### src/rtl/imm_extender_pipe.sv
// imm_extender_pipe: immediate extender feeding a 2-entry skid FIFO with valid/ready handshakes
// Ports:
//   clock, reset               rising-edge clock, asynchronous active-high reset
//   inputA/inputB/inputC       immediate fields A (I-type), B (J-type), C (branch-type)
//   extenderSelection          field select: 00=A, 01=B, 10=C, 11=illegal (result is 1)
//   extenderMode               00 zero-ext, 01 sign-ext, 10 sign-ext then shift, 11 upper-place
//   inValid/inReady            request handshake
//   outValid/outReady          result handshake
//   extenderOutput             oldest buffered result
//   errorFlag                  sticky illegal-selection flag, present only with EXTENDER_ERROR_EN
module imm_extender_pipe #(
    parameter int DATA_WIDTH   = 32,
    parameter int WIDTH_A      = 16,
    parameter int WIDTH_B      = 21,
    parameter int WIDTH_C      = 18,
    parameter int SHIFT_AMOUNT = 2
) (
    input  logic                  clock,
    input  logic                  reset,
    input  logic [WIDTH_A-1:0]    inputA,
    input  logic [WIDTH_B-1:0]    inputB,
    input  logic [WIDTH_C-1:0]    inputC,
    input  logic [1:0]            extenderSelection,
    input  logic [1:0]            extenderMode,
    input  logic                  inValid,
    output logic                  inReady,
    output logic                  outValid,
    input  logic                  outReady,
    output logic [DATA_WIDTH-1:0] extenderOutput,
    output logic                  errorFlag
);
    typedef enum logic [1:0] {EMPTY = 2'd0, ONE = 2'd1, FULL = 2'd2} state_t;
    state_t state_q, state_d;
    logic rdy_q;
    logic push, pop;
    logic [DATA_WIDTH-1:0] head_q, head_d, tail_q, tail_d;
    logic [DATA_WIDTH-1:0] za, zb, zc, sa, sb, sc, ua, ub, uc, zx, sx, ux, res;
    assign za = {{(DATA_WIDTH-WIDTH_A){1'b0}}, inputA};
    assign zb = {{(DATA_WIDTH-WIDTH_B){1'b0}}, inputB};
    assign zc = {{(DATA_WIDTH-WIDTH_C){1'b0}}, inputC};
    assign sa = {{(DATA_WIDTH-WIDTH_A){inputA[WIDTH_A-1]}}, inputA};
    assign sb = {{(DATA_WIDTH-WIDTH_B){inputB[WIDTH_B-1]}}, inputB};
    assign sc = {{(DATA_WIDTH-WIDTH_C){inputC[WIDTH_C-1]}}, inputC};
    assign ua = {inputA, {(DATA_WIDTH-WIDTH_A){1'b0}}};
    assign ub = {inputB, {(DATA_WIDTH-WIDTH_B){1'b0}}};
    assign uc = {inputC, {(DATA_WIDTH-WIDTH_C){1'b0}}};
    assign zx = extenderSelection == 2'b00 ? za : extenderSelection == 2'b01 ? zb : zc;
    assign sx = extenderSelection == 2'b00 ? sa : extenderSelection == 2'b01 ? sb : sc;
    assign ux = extenderSelection == 2'b00 ? ua : extenderSelection == 2'b01 ? ub : uc;
    assign res = extenderSelection == 2'b11 ? DATA_WIDTH'(1) :
                 extenderMode == 2'b00 ? zx :
                 extenderMode == 2'b01 ? sx :
                 extenderMode == 2'b10 ? sx << SHIFT_AMOUNT : ux;
    // rdy_q holds inReady low through reset until the first edge after release
    assign inReady = rdy_q && state_q != FULL;
    assign outValid = state_q != EMPTY;
    assign extenderOutput = head_q;
    assign push = inValid && inReady;
    assign pop = outValid && outReady;
    always_comb begin
        state_d = push && !pop ? (state_q == EMPTY ? ONE : FULL) :
                  pop && !push ? (state_q == FULL ? ONE : EMPTY) : state_q;
        // head refills from tail when FULL drains, or takes the new word when it would be exposed
        head_d = pop && state_q == FULL ? tail_q :
                 push && (state_q == EMPTY || pop) ? res : head_q;
        tail_d = push && !pop && state_q == ONE ? res : tail_q;
    end
    always_ff @(posedge clock or posedge reset) begin
        if (reset) begin
            state_q <= EMPTY;
            rdy_q <= 1'b0;
            head_q <= '0;
            tail_q <= '0;
        end else begin
            state_q <= state_d;
            rdy_q <= 1'b1;
            head_q <= head_d;
            tail_q <= tail_d;
        end
    end
`ifdef EXTENDER_ERROR_EN
    logic err_q;
    always_ff @(posedge clock or posedge reset) begin
        if (reset) err_q <= 1'b0;
        else if (push && extenderSelection == 2'b11) err_q <= 1'b1;
    end
    assign errorFlag = err_q;
`else
    assign errorFlag = 1'b0;
`endif
endmodule

### config.mk
export PLATFORM = sky130hd
export DESIGN_NAME = imm_extender_pipe
export DESIGN_NICKNAME = d
export VERILOG_FILES = /design/src/rtl/imm_extender_pipe.sv
export SDC_FILE = /design/constraint.sdc
export NUM_CORES = 1
export LEC_CHECK = 0
export CAP_MARGIN = 20
export CORE_MARGIN = 2
export CORE_UTILIZATION = 54
export DETAILED_ROUTE_END_ITERATION = 6
export PLACE_DENSITY = 0.92
export SLEW_MARGIN = 15
export SYNTH_ARGS = -nofsm -noshare
export SYNTH_HDL_FRONTEND = slang
export SYNTH_SLANG_ARGS = --single-unit
### constraint.sdc
create_clock -name clock -period 6.89 [get_ports clock]
set_clock_uncertainty 0.15 [all_clocks]
set_input_delay 1.378 -clock clock [delete_from_list [all_inputs] [get_ports clock]]
set_output_delay 1.378 -clock clock [all_outputs]
set_load 0.1 [all_outputs]
==> results of run 1 <==
==> final cells by class <==
| class | instances | area (sq um) | area share (%) |
|---|---|---|---|
| multi-input cells | 325 | 2130 | 41.2 |
| flip-flops and latches | 67 | 1680 | 32.3 |
| repair buffers | 103 | 1010 | 19.6 |
| clock buffers | 9 | 124 | 2.39 |
| well taps | 99 | 124 | 2.39 |
| clock inverters | 6 | 88.8 | 1.71 |
| inverters | 6 | 22.5 | 0.434 |
==> Yosys cell counts (3+ instances only) <==
| library cell | count | area, sq um |
|---|---|---|
| sky130_fd_sc_hd__nand3_1 | 7 | 35.0 |
| sky130_fd_sc_hd__nand2_1 | 52 | 195 |
| sky130_fd_sc_hd__o21ai_0 | 14 | 70.1 |
| sky130_fd_sc_hd__mux2i_1 | 3 | 30.0 |
| sky130_fd_sc_hd__o22ai_1 | 10 | 62.6 |
| sky130_fd_sc_hd__clkbuf_1 | 10 | 37.5 |
| sky130_fd_sc_hd__a211o_1 | 4 | 35.0 |
| sky130_fd_sc_hd__nor2b_1 | 14 | 87.6 |
| sky130_fd_sc_hd__mux2_2 | 3 | 33.8 |
| sky130_fd_sc_hd__a21oi_1 | 14 | 70.1 |
| sky130_fd_sc_hd__nor2_1 | 19 | 71.3 |
| sky130_fd_sc_hd__a22oi_1 | 8 | 60.1 |
| sky130_fd_sc_hd__a211oi_1 | 8 | 60.1 |
| sky130_fd_sc_hd__a31oi_1 | 9 | 56.3 |
| sky130_fd_sc_hd__buf_4 | 6 | 45.0 |
| sky130_fd_sc_hd__inv_1 | 5 | 18.8 |
| sky130_fd_sc_hd__o31ai_1 | 12 | 90.1 |
| sky130_fd_sc_hd__a21o_1 | 24 | 180 |
| sky130_fd_sc_hd__dfrtp_1 | 67 | 1680 |
| sky130_fd_sc_hd__o211ai_1 | 8 | 60.1 |
| sky130_fd_sc_hd__buf_2 | 11 | 55.1 |
| sky130_fd_sc_hd__nor3_1 | 5 | 25.0 |
| sky130_fd_sc_hd__a22o_1 | 37 | 324 |
| sky130_fd_sc_hd__buf_6 | 10 | 113 |
| sky130_fd_sc_hd__and2_1 | 4 | 25.0 |
| sky130_fd_sc_hd__nand2b_1 | 9 | 56.3 |
| sky130_fd_sc_hd__a21oi_2 | 3 | 26.3 |
| sky130_fd_sc_hd__o21ai_1 | 12 | 60.1 |
==> logic make-up (layout without fill, tap and decap cells) <==
group,after synthesis,in the layout,synth area share [%]
XOR/XNOR,1,1,0.214
flip-flops,67,67,41.1
multiplexers,6,6,1.56
buffers and inverters,43,124,6.68
AO/OA/AOI/OAI,186,186,34.2
adder cells (fa/ha/maj),1,1,0.306
AND/OR/NAND/NOR,129,129,15.8
other,2,2,0.184
==> sequential cells by signal, summed over array words and instances, names as in the netlist <==
register / flops
extenderOutput: 32
rdy_q: 1
state_q: 2
tail_q: 32
==> cell usage in the layout, fill, tap and decap left out, drive strengths merged, types with 10 or more instances in the layout <==
master         instances
a21o                  24
a21oi                 17
a22o                  37
clkdlybuf4s50         96
dfrtp                 67
nand2                 53
nor2                  21
nor2b                 15
o21ai                 26
o22ai                 10
o31ai                 13
==> where the power goes <==
group / internal, mW / total, mW / switching [mW]
Sequential: 0.567 / 0.676 / 0.109
Combinational: 0.397 / 1.41 / 1.01
Clock: 0.202 / 0.367 / 0.165
==> through the flow <==
stage | std cells | cell area, sq um
6_report | 615 | 5180
5_1_grt | 615 | 5180
4_1_cts | 615 | 5180
3_5_place_dp | 600 | 4970
3_3_place_gp | 600 | 4970
2_1_floorplan | 435 | 4080
==> metal layers <==
| layer | global-route usage (%) | routed length [um] | up-vias |
|---|---|---|---|
| li1 | - | - | 1782 |
| met1 | 42.4 | 5010 | 1936 |
| met2 | 50.1 | 6010 | 228 |
| met3 | 5.64 | 971 | 32 |
| met4 | 10.9 | 317 | 0 |
| met5 | 0 | 0 | - |
==> worst max-delay path by stage <==
stage	end	startpoint	cells past startpoint	slack, ns
global route	tail_q[13]$_DFFE_PP0P_	extenderSelection[1]	6	2.90
detailed placement	tail_q[13]$_DFFE_PP0P_	extenderSelection[1]	6	2.78
floorplan	inReady	state_q[1]$_DFFE_PP0P_	2	3.46
CTS	inReady	state_q[1]$_DFFE_PP0P_	3	3.14
finish	tail_q[13]$_DFFE_PP0P_	extenderSelection[1]	6	3.03
global placement	tail_q[13]$_DFFE_PP0P_	extenderSelection[1]	6	2.90
==> critical path, cell delays in order <==
cell and delay (ns):
sky130_fd_sc_hd__clkdlybuf4s50_1 0.87, sky130_fd_sc_hd__inv_2 0.48, sky130_fd_sc_hd__nor2_2 0.16, sky130_fd_sc_hd__nor2_1 0.78
sky130_fd_sc_hd__o211ai_1 0.20, sky130_fd_sc_hd__nand2_1 0.11
==> key figures, run 1 <==
Floorplan
  • Area of the core: 7290 sq um
  • Die Height: 91.0 um
  • Top-Level Pins: 98
  • Cell Rows: 31
  • Horiz. Die Dim: 91.0 um
  • Initial cell density of the core: 56.0%
  • Die area: 8270 sq um

Clock network
  • Clock tree root driver cell: sky130_fd_sc_hd__clkbuf_8
  • Max Buffers Root-to-Sink: 2
  • Latest clock arrival within the worst-skew pair: 0.35 ns
  • # Post-CTS Setup Buffers: 0
  • Resize count post-CTS: 0
  • Number of hold buffers added after CTS: 0
  • Clock Sink Count: 67
  • Clock tree from TritonCTS: built
  • Number of H-tree levels: 3
  • Clock transition at path regs: 0.08 ns
  • Number of buffers created by CTS: 9

Logic synthesis
  • Most instantiated flip-flop cell in the synthesis netlist: sky130_fd_sc_hd__dfrtp_1
  • Sequential element share of the synthesized area: 41.1%
  • Number of synthesized flops with an enable pin: 0
  • Ys async rst share: 100%
  • Number of flip-flops and latches in the synthesized netlist: 67
  • Mean area per synthesized cell: 9.39 sq um
  • Gate Count Post-Synth: 435
  • Post-synthesis net count: 499
  • Number of warning messages in the yosys log: 0
  • Synth Cell Area: 4080 sq um
  • Netlist cell types: 64

Setup path
  • Terminus of the critical flop-to-flop path: tail_q[13]$_DFFE_PP0P_
  • Startpoint type of the worst setup path: input port
  • Slack of the worst reg-to-reg path: 4.14 ns
  • Largest driver fanout on the critical path: 25
  • Length in cells of the worst reg-to-reg path: 9
  • Type of the setup path with the least slack: in2reg
  • Signal arrival time at the worst endpoint: 3.99 ns
  • Worst setup EP type: flop
  • Reg-to-reg critical path startpoint: state_q[0]$_DFFE_PP0P_
  • Critical Path RT: 7.02 ns

Final layout
  • Count of filler cells inserted in the layout: 593
  • Ratio of cells with drive above 1 in the final layout: 8.53%
  • Layout overhead on the synthesized area: 26.9%
  • Nets@finish: 576
  • Final Core Density: 71.1%
  • Antenna diode instance count: 0

STA
  • Final critical delay including setup and external delays: 3.86 ns
  • Worst rel slew slack: 33.4%
  • Worst hold margin: 0.333 ns
  • Worst Slack Setup Final: 3.03 ns
  • Final-report setup violation count: 0
  • Sum of negative setup slack: 0 ns
  • Fmax: 0.259 GHz
  • RSZ-0062 raised after global routing: false
  • Number of slew-limit violations in the final report: 0
  • Hold Violations, Final: 0
  • Worst slew pin tran: 0.995 ns
  • Final Cycle Share: 56.0%

Placement
  • Setup slack after placement: 2.78 ns
  • HPWL reported at the end of detailed placement: 8.84 mm
  • Final estimated routing congestion in global placement: 0.934
  • Number of port buffers: 96

Route
  • Post-DR wirelength/cell: 20.0 um
  • Antenna Nets Post-Route: 0
  • DR iter-0 viols: 405
  • Drt total wl: 12.3 mm
  • Drc violations: 0
  • Pre-Repair DR Iteration Count: 6
  • DR vias: 3,978
  • Via count normalized by instance count: 6.47

Flow run
  • Max-cap viol count: 0

Global routing
  • Maximum number of pins on one net before global-route repair: 68
  • Initial antenna violation count: 0
  • All-Layer GR Usage: 31.1%
  • Remaining Overflow, GRT: 0
  • Via count of the first global-routing pass: 3,888
  • Wire length of the first global-routing pass: 20.2 mm

Power
  • Cell leakage power: 2.32 nW
  • Total power density per cell area: 473 nW/um^2
  • Pwr Total: 2.45 mW
  • Maximum vdd drop: 0.389 mV

Hold path
  • Worst min-delay path category: reg2reg
  • Min-delay src: tail_q[1]$_DFFE_PP0P_
  • Number of cells traversed by the worst hold path: 2
  • Endpoint of the worst hold-timing path: tail_q[1]$_DFFE_PP0P_

Outcome
  • Status: completed
(Power assumes the default switching activity.)
==> run 2, diff against run 1 <==
CORE_UTILIZATION = 45   (was 54)
PLACE_DENSITY = 0.82   (was 0.92)
clock period = 3.3 ns   (was 6.89 ns; I/O delays follow)
==> key figures, run 2 (synthesis results as in run 1) <==
Final layout
  • Highest-count cells in the layout ignoring fill and taps: 67 x sky130_fd_sc_hd__dfrtp_1, 61 x sky130_fd_sc_hd__clkdlybuf4s50_1, 52 x sky130_fd_sc_hd__nand2_1 (was 96 x sky130_fd_sc_hd__clkdlybuf4s50_1, 67 x sky130_fd_sc_hd__dfrtp_1, 52 x sky130_fd_sc_hd__nand2_1)
  • Antenna diode instance count: 0 (unchanged)
  • Nets@finish: 587 (was 576)
  • Most common cell after layout, fill and taps aside: sky130_fd_sc_hd__dfrtp_1 (was sky130_fd_sc_hd__clkdlybuf4s50_1)
  • Layout overhead on the synthesized area: 27.5% (was 26.9%)
  • Ratio of cells with drive above 1 in the final layout: 17.0% (was 8.53%)
  • Count of filler cells inserted in the layout: 768 (was 593)
  • Final Core Density: 59.4% (was 71.1%)

Clock network
  • Max Buffers Root-to-Sink: 2 (unchanged)
  • Clock transition at path regs: 0.08 ns (about the same)
  • Latest clock arrival within the worst-skew pair: 0.36 ns (was 0.35 ns)
  • # Post-CTS Setup Buffers: 0 (unchanged)
  • Number of hold buffers added after CTS: 0 (unchanged)
  • Resize count post-CTS: 0 (unchanged)
  • Clock tree from TritonCTS: built (unchanged)
  • Number of buffers created by CTS: 9 (unchanged)
  • Clock tree root driver cell: sky130_fd_sc_hd__clkbuf_8 (unchanged)
  • Clock Sink Count: 67 (unchanged)
  • Number of H-tree levels: 3 (unchanged)

STA
  • Worst hold margin: 0.334 ns (was 0.333 ns)
  • Worst rel slew slack: 55.6% (was 33.4%)
  • RSZ-0062 raised after global routing: false (unchanged)
  • Final-report setup violation count: 0 (unchanged)
  • Fmax: 0.394 GHz
  • Sum of negative setup slack: 0 ns (unchanged)
  • Final critical delay including setup and external delays: 2.54 ns
  • Number of slew-limit violations in the final report: 0 (unchanged)
  • Final Cycle Share: 76.9%
  • Worst slew pin tran: 0.666 ns (was 0.995 ns)
  • Hold Violations, Final: 0 (unchanged)

Power
  • Total power density per cell area: 977 nW/um^2 (was 473 nW/um^2)
  • Cell leakage power: 2.43 nW (was 2.32 nW)
  • Maximum vdd drop: 0.815 mV (was 0.389 mV)

Placement
  • Number of port buffers: 96 (unchanged)
  • Final estimated routing congestion in global placement: 0.970 (was 0.934)
  • HPWL reported at the end of detailed placement: 9.55 mm (was 8.84 mm)

Global routing
  • All-Layer GR Usage: 26.8% (was 31.1%)
  • Maximum number of pins on one net before global-route repair: 38 (was 68)
  • Remaining Overflow, GRT: 0 (unchanged)
  • Via count of the first global-routing pass: 3,871 (was 3,888)
  • Initial antenna violation count: 0 (unchanged)
  • Wire length of the first global-routing pass: 20.8 mm (was 20.2 mm)

Route
  • Pre-Repair DR Iteration Count: 7 (was 6)
  • Via count normalized by instance count: 6.27 (was 6.47)
  • DR iter-0 viols: 495 (was 405)
  • Drc violations: 0 (unchanged)
  • Post-DR wirelength/cell: 20.3 um (was 20.0 um)
  • Antenna Nets Post-Route: 0 (unchanged)
  • DR vias: 3,988 (was 3,978)
  • Drt total wl: 12.9 mm (was 12.3 mm)

Setup path
  • Largest driver fanout on the critical path: 27 (was 25)
  • Worst setup path start: inValid (was extenderSelection[1])
  • Type of the setup path with the least slack: in2reg (unchanged)
  • Startpoint type of the worst setup path: input port (unchanged)
  • Worst setup path endpoint: tail_q[22]$_DFFE_PP0P_ (was tail_q[13]$_DFFE_PP0P_)
  • Terminus of the critical flop-to-flop path: tail_q[22]$_DFFE_PP0P_ (was tail_q[13]$_DFFE_PP0P_)
  • Critical Path RT: 3.44 ns (was 7.02 ns)
  • Reg-to-reg critical path startpoint: state_q[0]$_DFFE_PP0P_ (unchanged)
  • Slack of the worst reg-to-reg path: 0.92 ns (was 4.14 ns)
  • Length in cells of the worst reg-to-reg path: 8 (was 9)
  • Signal arrival time at the worst endpoint: 2.68 ns (was 3.99 ns)
  • Worst setup EP type: flop (unchanged)

Floorplan
  • Die area: 9850 sq um (was 8270 sq um)
  • Area of the core: 8760 sq um (was 7290 sq um)
  • Horiz. Die Dim: 99.3 um (was 91.0 um)
  • Die Height: 99.3 um (was 91.0 um)
  • Top-Level Pins: 98 (unchanged)
  • Initial cell density of the core: 46.6% (was 56.0%)
  • Cell Rows: 34 (was 31)

Hold path
  • Number of cells traversed by the worst hold path: 2 (unchanged)
  • Worst min-delay path category: reg2reg (unchanged)
  • Min-delay src: tail_q[20]$_DFFE_PP0P_ (was tail_q[1]$_DFFE_PP0P_)

Flow run
  • Max-cap viol count: 0 (unchanged)

Outcome
  • Status: completed (unchanged)
==> run 2: worst max-delay path: stages <==
cell and delay, ns:
sky130_fd_sc_hd__clkdlybuf4s50_1 0.45, sky130_fd_sc_hd__nand2_1 0.06, sky130_fd_sc_hd__nor2_1 0.12, sky130_fd_sc_hd__ha_1 0.23, sky130_fd_sc_hd__nand3b_1 0.16, sky130_fd_sc_hd__buf_4 0.26
sky130_fd_sc_hd__nor2_1 0.49, sky130_fd_sc_hd__a22o_1 0.23
==> run 2: through the flow <==
stage	total power [mW]	area, sq um	cells	setup slack [ns]
floorplan	3.67	4080	435	0.589
global placement	4.26	4990	620	0.506
detailed placement	4.31	4990	620	0.421
CTS	5.09	5200	636	0.777
global route	5.29	5200	636	0.644
finish	5.09	5200	636	0.762
==> run 2: final cells by class <==
| type | instances | area (sq um) | share of cell area, % |
|---|---|---|---|
| repair buffers | 114 | 1020 | 19.6 |
| flip-flops and latches | 67 | 1680 | 32.2 |
| clock buffers | 10 | 128 | 2.45 |
| inverters | 6 | 22.5 | 0.433 |
| clock inverters | 6 | 90.1 | 1.73 |
| multi-input cells | 325 | 2130 | 41.0 |
| well taps | 108 | 135 | 2.60 |
==> run 2: routing by layer <==
| layer | GRT usage, % | wire length (um) | vias up |
|---|---|---|---|
| met5 | 0 | 0 | - |
| li1 | - | - | 1800 |
| met3 | 4.71 | 1110 | 38 |
| met2 | 42.6 | 6020 | 227 |
| met1 | 36.9 | 5450 | 1923 |
| met4 | 9.91 | 348 | 0 |
==> run 2: how the worst min path moves through the flow <==
stage / endpoint / slack (ns)
2_1_floorplan: tail_q[13]$_DFFE_PP0P_ / 0.29
3_3_place_gp: tail_q[13]$_DFFE_PP0P_ / 0.30
3_5_place_dp: tail_q[20]$_DFFE_PP0P_ / 0.32
4_1_cts: tail_q[20]$_DFFE_PP0P_ / 0.33
5_1_grt: tail_q[20]$_DFFE_PP0P_ / 0.38
6_report: tail_q[20]$_DFFE_PP0P_ / 0.33
==> run 2: power breakdown <==
part	internal, mW	switching [mW]	leakage [nW]
clock	0.427	0.355	0.106
sequential	1.18	0.231	0.862
combinational	0.773	2.12	1.46
total	2.38	2.70	2.43
==> run 3, diff against run 2 <==
CORE_UTILIZATION = 50   (was 45)
PLACE_DENSITY = 0.86   (was 0.82)
clock period = 2.5 ns   (was 3.3 ns; I/O delays follow)
==> key figures, run 3 (synthesis results as in run 1) <==
Outcome
  • Status: completed (unchanged)

STA
  • Hold Violations, Final: 0 (unchanged)
  • Number of slew-limit violations in the final report: 0 (unchanged)
  • Worst slew pin tran: 0.619 ns (was 0.666 ns)
  • Worst rel slew slack: 58.6% (was 55.6%)
  • Fmax: 0.449 GHz
  • RSZ-0062 raised after global routing: false (unchanged)
  • Final Cycle Share: 89.0%
  • Final-report setup violation count: 0 (unchanged)
  • Final critical delay including setup and external delays: 2.22 ns

Final layout
  • Total non-filler cell area in the finished layout: 5410 sq um (was 5200 sq um)
  • Sequential cell area: 1680 sq um (unchanged)
  • Antenna diode instance count: 0 (unchanged)
  • Most common cell after layout, fill and taps aside: sky130_fd_sc_hd__buf_4 (was sky130_fd_sc_hd__dfrtp_1)
  • Ratio of cells with drive above 1 in the final layout: 20.7% (was 17.0%)
  • Nets@finish: 609 (was 587)
  • Total area of multi-input combinational cells: 2140 sq um (was 2130 sq um)
  • Highest-count cells in the layout ignoring fill and taps: 70 x sky130_fd_sc_hd__buf_4, 67 x sky130_fd_sc_hd__dfrtp_1, 61 x sky130_fd_sc_hd__clkdlybuf4s50_1 (was 67 x sky130_fd_sc_hd__dfrtp_1, 61 x sky130_fd_sc_hd__clkdlybuf4s50_1, 52 x sky130_fd_sc_hd__nand2_1)
  • Non-filler instance count after layout: 652 (was 636)
  • Layout overhead on the synthesized area: 32.4% (was 27.5%)
  • Count of filler cells inserted in the layout: 627 (was 768)

Placement
  • HPWL reported at the end of detailed placement: 9.38 mm (was 9.55 mm)
  • Final estimated routing congestion in global placement: 0.949 (was 0.970)
  • Number of port buffers: 96 (unchanged)
  • Placed instance count: 636 (was 620)
  • Post-place instance area: 5180 sq um (was 4990 sq um)

Power
  • Relative contribution of sequential cells to total power: 27.5% (was 27.8%)
  • Cell leakage power: 2.56 nW (was 2.43 nW)
  • Pint: 3.21 mW (was 2.38 mW)
  • Switching power total: 3.57 mW (was 2.70 mW)
  • Power share of the clock group: 15.1% (was 15.4%)
  • Power share of the combinational group: 57.3% (was 56.8%)
  • Total power density per cell area: 1250 nW/um^2 (was 977 nW/um^2)
  • Switching Fraction: 52.6% (was 53.1%)
  • Maximum vdd drop: 0.943 mV (was 0.815 mV)

Global routing
  • Maximum number of pins on one net before global-route repair: 68 (was 38)
  • Wire length of the first global-routing pass: 20.3 mm (was 20.8 mm)
  • Remaining Overflow, GRT: 0 (unchanged)
  • Via count of the first global-routing pass: 3,972 (was 3,871)
  • Initial antenna violation count: 0 (unchanged)
  • All-Layer GR Usage: 29.9% (was 26.8%)

Setup path
  • Startpoint type of the worst setup path: input port (unchanged)
  • Crit path max-delay cell type: sky130_fd_sc_hd__clkdlybuf4s50_1 (was sky130_fd_sc_hd__nor2_1)
  • Worst stage delay on the critical path: 0.45 ns (was 0.49 ns)
  • Critical Path RT: 2.57 ns (was 3.44 ns)
  • Signal arrival time at the worst endpoint: 2.30 ns (was 2.68 ns)
  • Most prevalent standard cell on the critical path: sky130_fd_sc_hd__buf_4 (was sky130_fd_sc_hd__nor2_1)
  • Dominant delay contributor by cell family on the critical path: compound AO/OA/AOI/OAI gates (was simple AND/OR/NAND/NOR gates)
  • Chain of cells forming the critical path: clkdlybuf4s50_1, buf_4, buf_4, and2_1, o31ai_1, o21ai_0, a31oi_1, a21oi_1 (was clkdlybuf4s50_1, nand2_1, nor2_1, ha_1, nand3b_1, buf_4, nor2_1, a22o_1)
  • Type of the setup path with the least slack: in2reg (unchanged)
  • Largest driver fanout on the critical path: 11 (was 27)
  • Bufs and invs on worst path: 3 (was 2)
  • Worst setup EP type: flop (unchanged)

Floorplan
  • Cell Rows: 32 (was 34)
  • Top-Level Pins: 98 (unchanged)
  • Horiz. Die Dim: 94.4 um (was 99.3 um)
  • Initial cell density of the core: 52.3% (was 46.6%)
  • Die Height: 94.4 um (was 99.3 um)
  • Die area: 8910 sq um (was 9850 sq um)
  • Area of the core: 7810 sq um (was 8760 sq um)

Clock network
  • # Post-CTS Setup Buffers: 0 (unchanged)
  • Clock tree from TritonCTS: built (unchanged)
  • Clock tree root driver cell: sky130_fd_sc_hd__clkbuf_8 (unchanged)
  • Number of H-tree levels: 3 (unchanged)
  • Number of buffers created by CTS: 9 (unchanged)
  • Max Buffers Root-to-Sink: 2 (unchanged)
  • Number of hold buffers added after CTS: 0 (unchanged)
  • Latest clock arrival within the worst-skew pair: 0.35 ns (was 0.36 ns)
  • Resize count post-CTS: 0 (unchanged)
  • Clock transition at path regs: 0.08 ns (about the same)
  • Clock Sink Count: 67 (unchanged)

Route
  • Via count normalized by instance count: 6.17 (was 6.27)
  • Drc violations: 0 (unchanged)
  • Drt total wl: 12.7 mm (was 12.9 mm)
  • DR iter-0 viols: 450 (was 495)
  • Antenna Nets Post-Route: 0 (unchanged)
  • DR vias: 4,023 (was 3,988)
  • Pre-Repair DR Iteration Count: 5 (was 7)
  • Post-DR wirelength/cell: 19.5 um (was 20.3 um)

Flow run
  • Max-cap viol count: 0 (unchanged)

Hold path
  • Worst min-delay path category: reg2reg (unchanged)
## run 3: metrics by stage
step	util (%)	hold WS, ns	setup TNS [ns]	setup WS [ns]	power (mW)
final	69.3	0.335	0	0.275	6.78
after global placement	66.4	0.308	0	0.0243	5.70
after detailed placement	66.4	0.312	-0.165	-0.0312	5.76
after floorplan	-	0.289	0	0.0494	4.84
after CTS	69.3	0.342	0	0.319	6.80
after global routing	69.3	0.367	0	0.151	7.07
## run 3: routing by layer
layer | up-vias | track usage, % | part of all wire, %
met3 | 29 | 5.11 | 7.8
met2 | 221 | 46.2 | 46
met5 | - | 0 | 0
met4 | 0 | 12.4 | 2.8
li1 | 1848 | - | -
met1 | 1925 | 41.7 | 43
## run 3: cell type report
class | count | area share (%)
Sequential cell | 67 | 31.0
Clock buffer | 9 | 2.29
Inverter | 6 | 0.416
Multi-Input combinational cell | 325 | 39.5
Clock inverter | 7 | 1.83
Timing Repair Buffer | 136 | 22.6
Tap cell | 102 | 2.36
## run 3: final timing paths
check	slack, ns	cells after the start	endpoint	startpoint
setup / recovery	0.28	8	extenderOutput[13]$_DFFE_PP0P_	extenderSelection[0]
hold / removal	0.34	2	extenderOutput[31]$_DFFE_PP0P_	extenderOutput[31]$_DFFE_PP0P_
setup reg to reg	0.39	7	tail_q[26]$_DFFE_PP0P_	state_q[0]$_DFFE_PP0P_
hold reg to reg	0.34	2	extenderOutput[31]$_DFFE_PP0P_	extenderOutput[31]$_DFFE_PP0P_
max in group asynchronous	1.52	3	tail_q[19]$_DFFE_PP0P_	reset
min in group asynchronous	0.39	3	rdy_q$_DFF_PP0_	reset
## run 3: power by group through the flow
stage,Combinational [mW],Clock (mW),Sequential [mW]
6_report,3.89,1.03,1.87
5_1_grt,4.06,1.09,1.92
4_1_cts,3.90,1.04,1.86
3_5_place_dp,3.89,0,1.87
3_3_place_gp,3.85,0,1.85
2_1_floorplan,1.21,0,3.63
## run 3: worst reg2reg max path, stage by stage, from the launching register on
cell and delay (ns):
sky130_fd_sc_hd__dfrtp_1 0.47, sky130_fd_sc_hd__nor2_2 0.20, sky130_fd_sc_hd__inv_1 0.08, sky130_fd_sc_hd__nand2_1 0.07, sky130_fd_sc_hd__ha_1 0.16, sky130_fd_sc_hd__nand3b_1 0.15, sky130_fd_sc_hd__nor2_1 0.53, sky130_fd_sc_hd__a22o_1 0.23
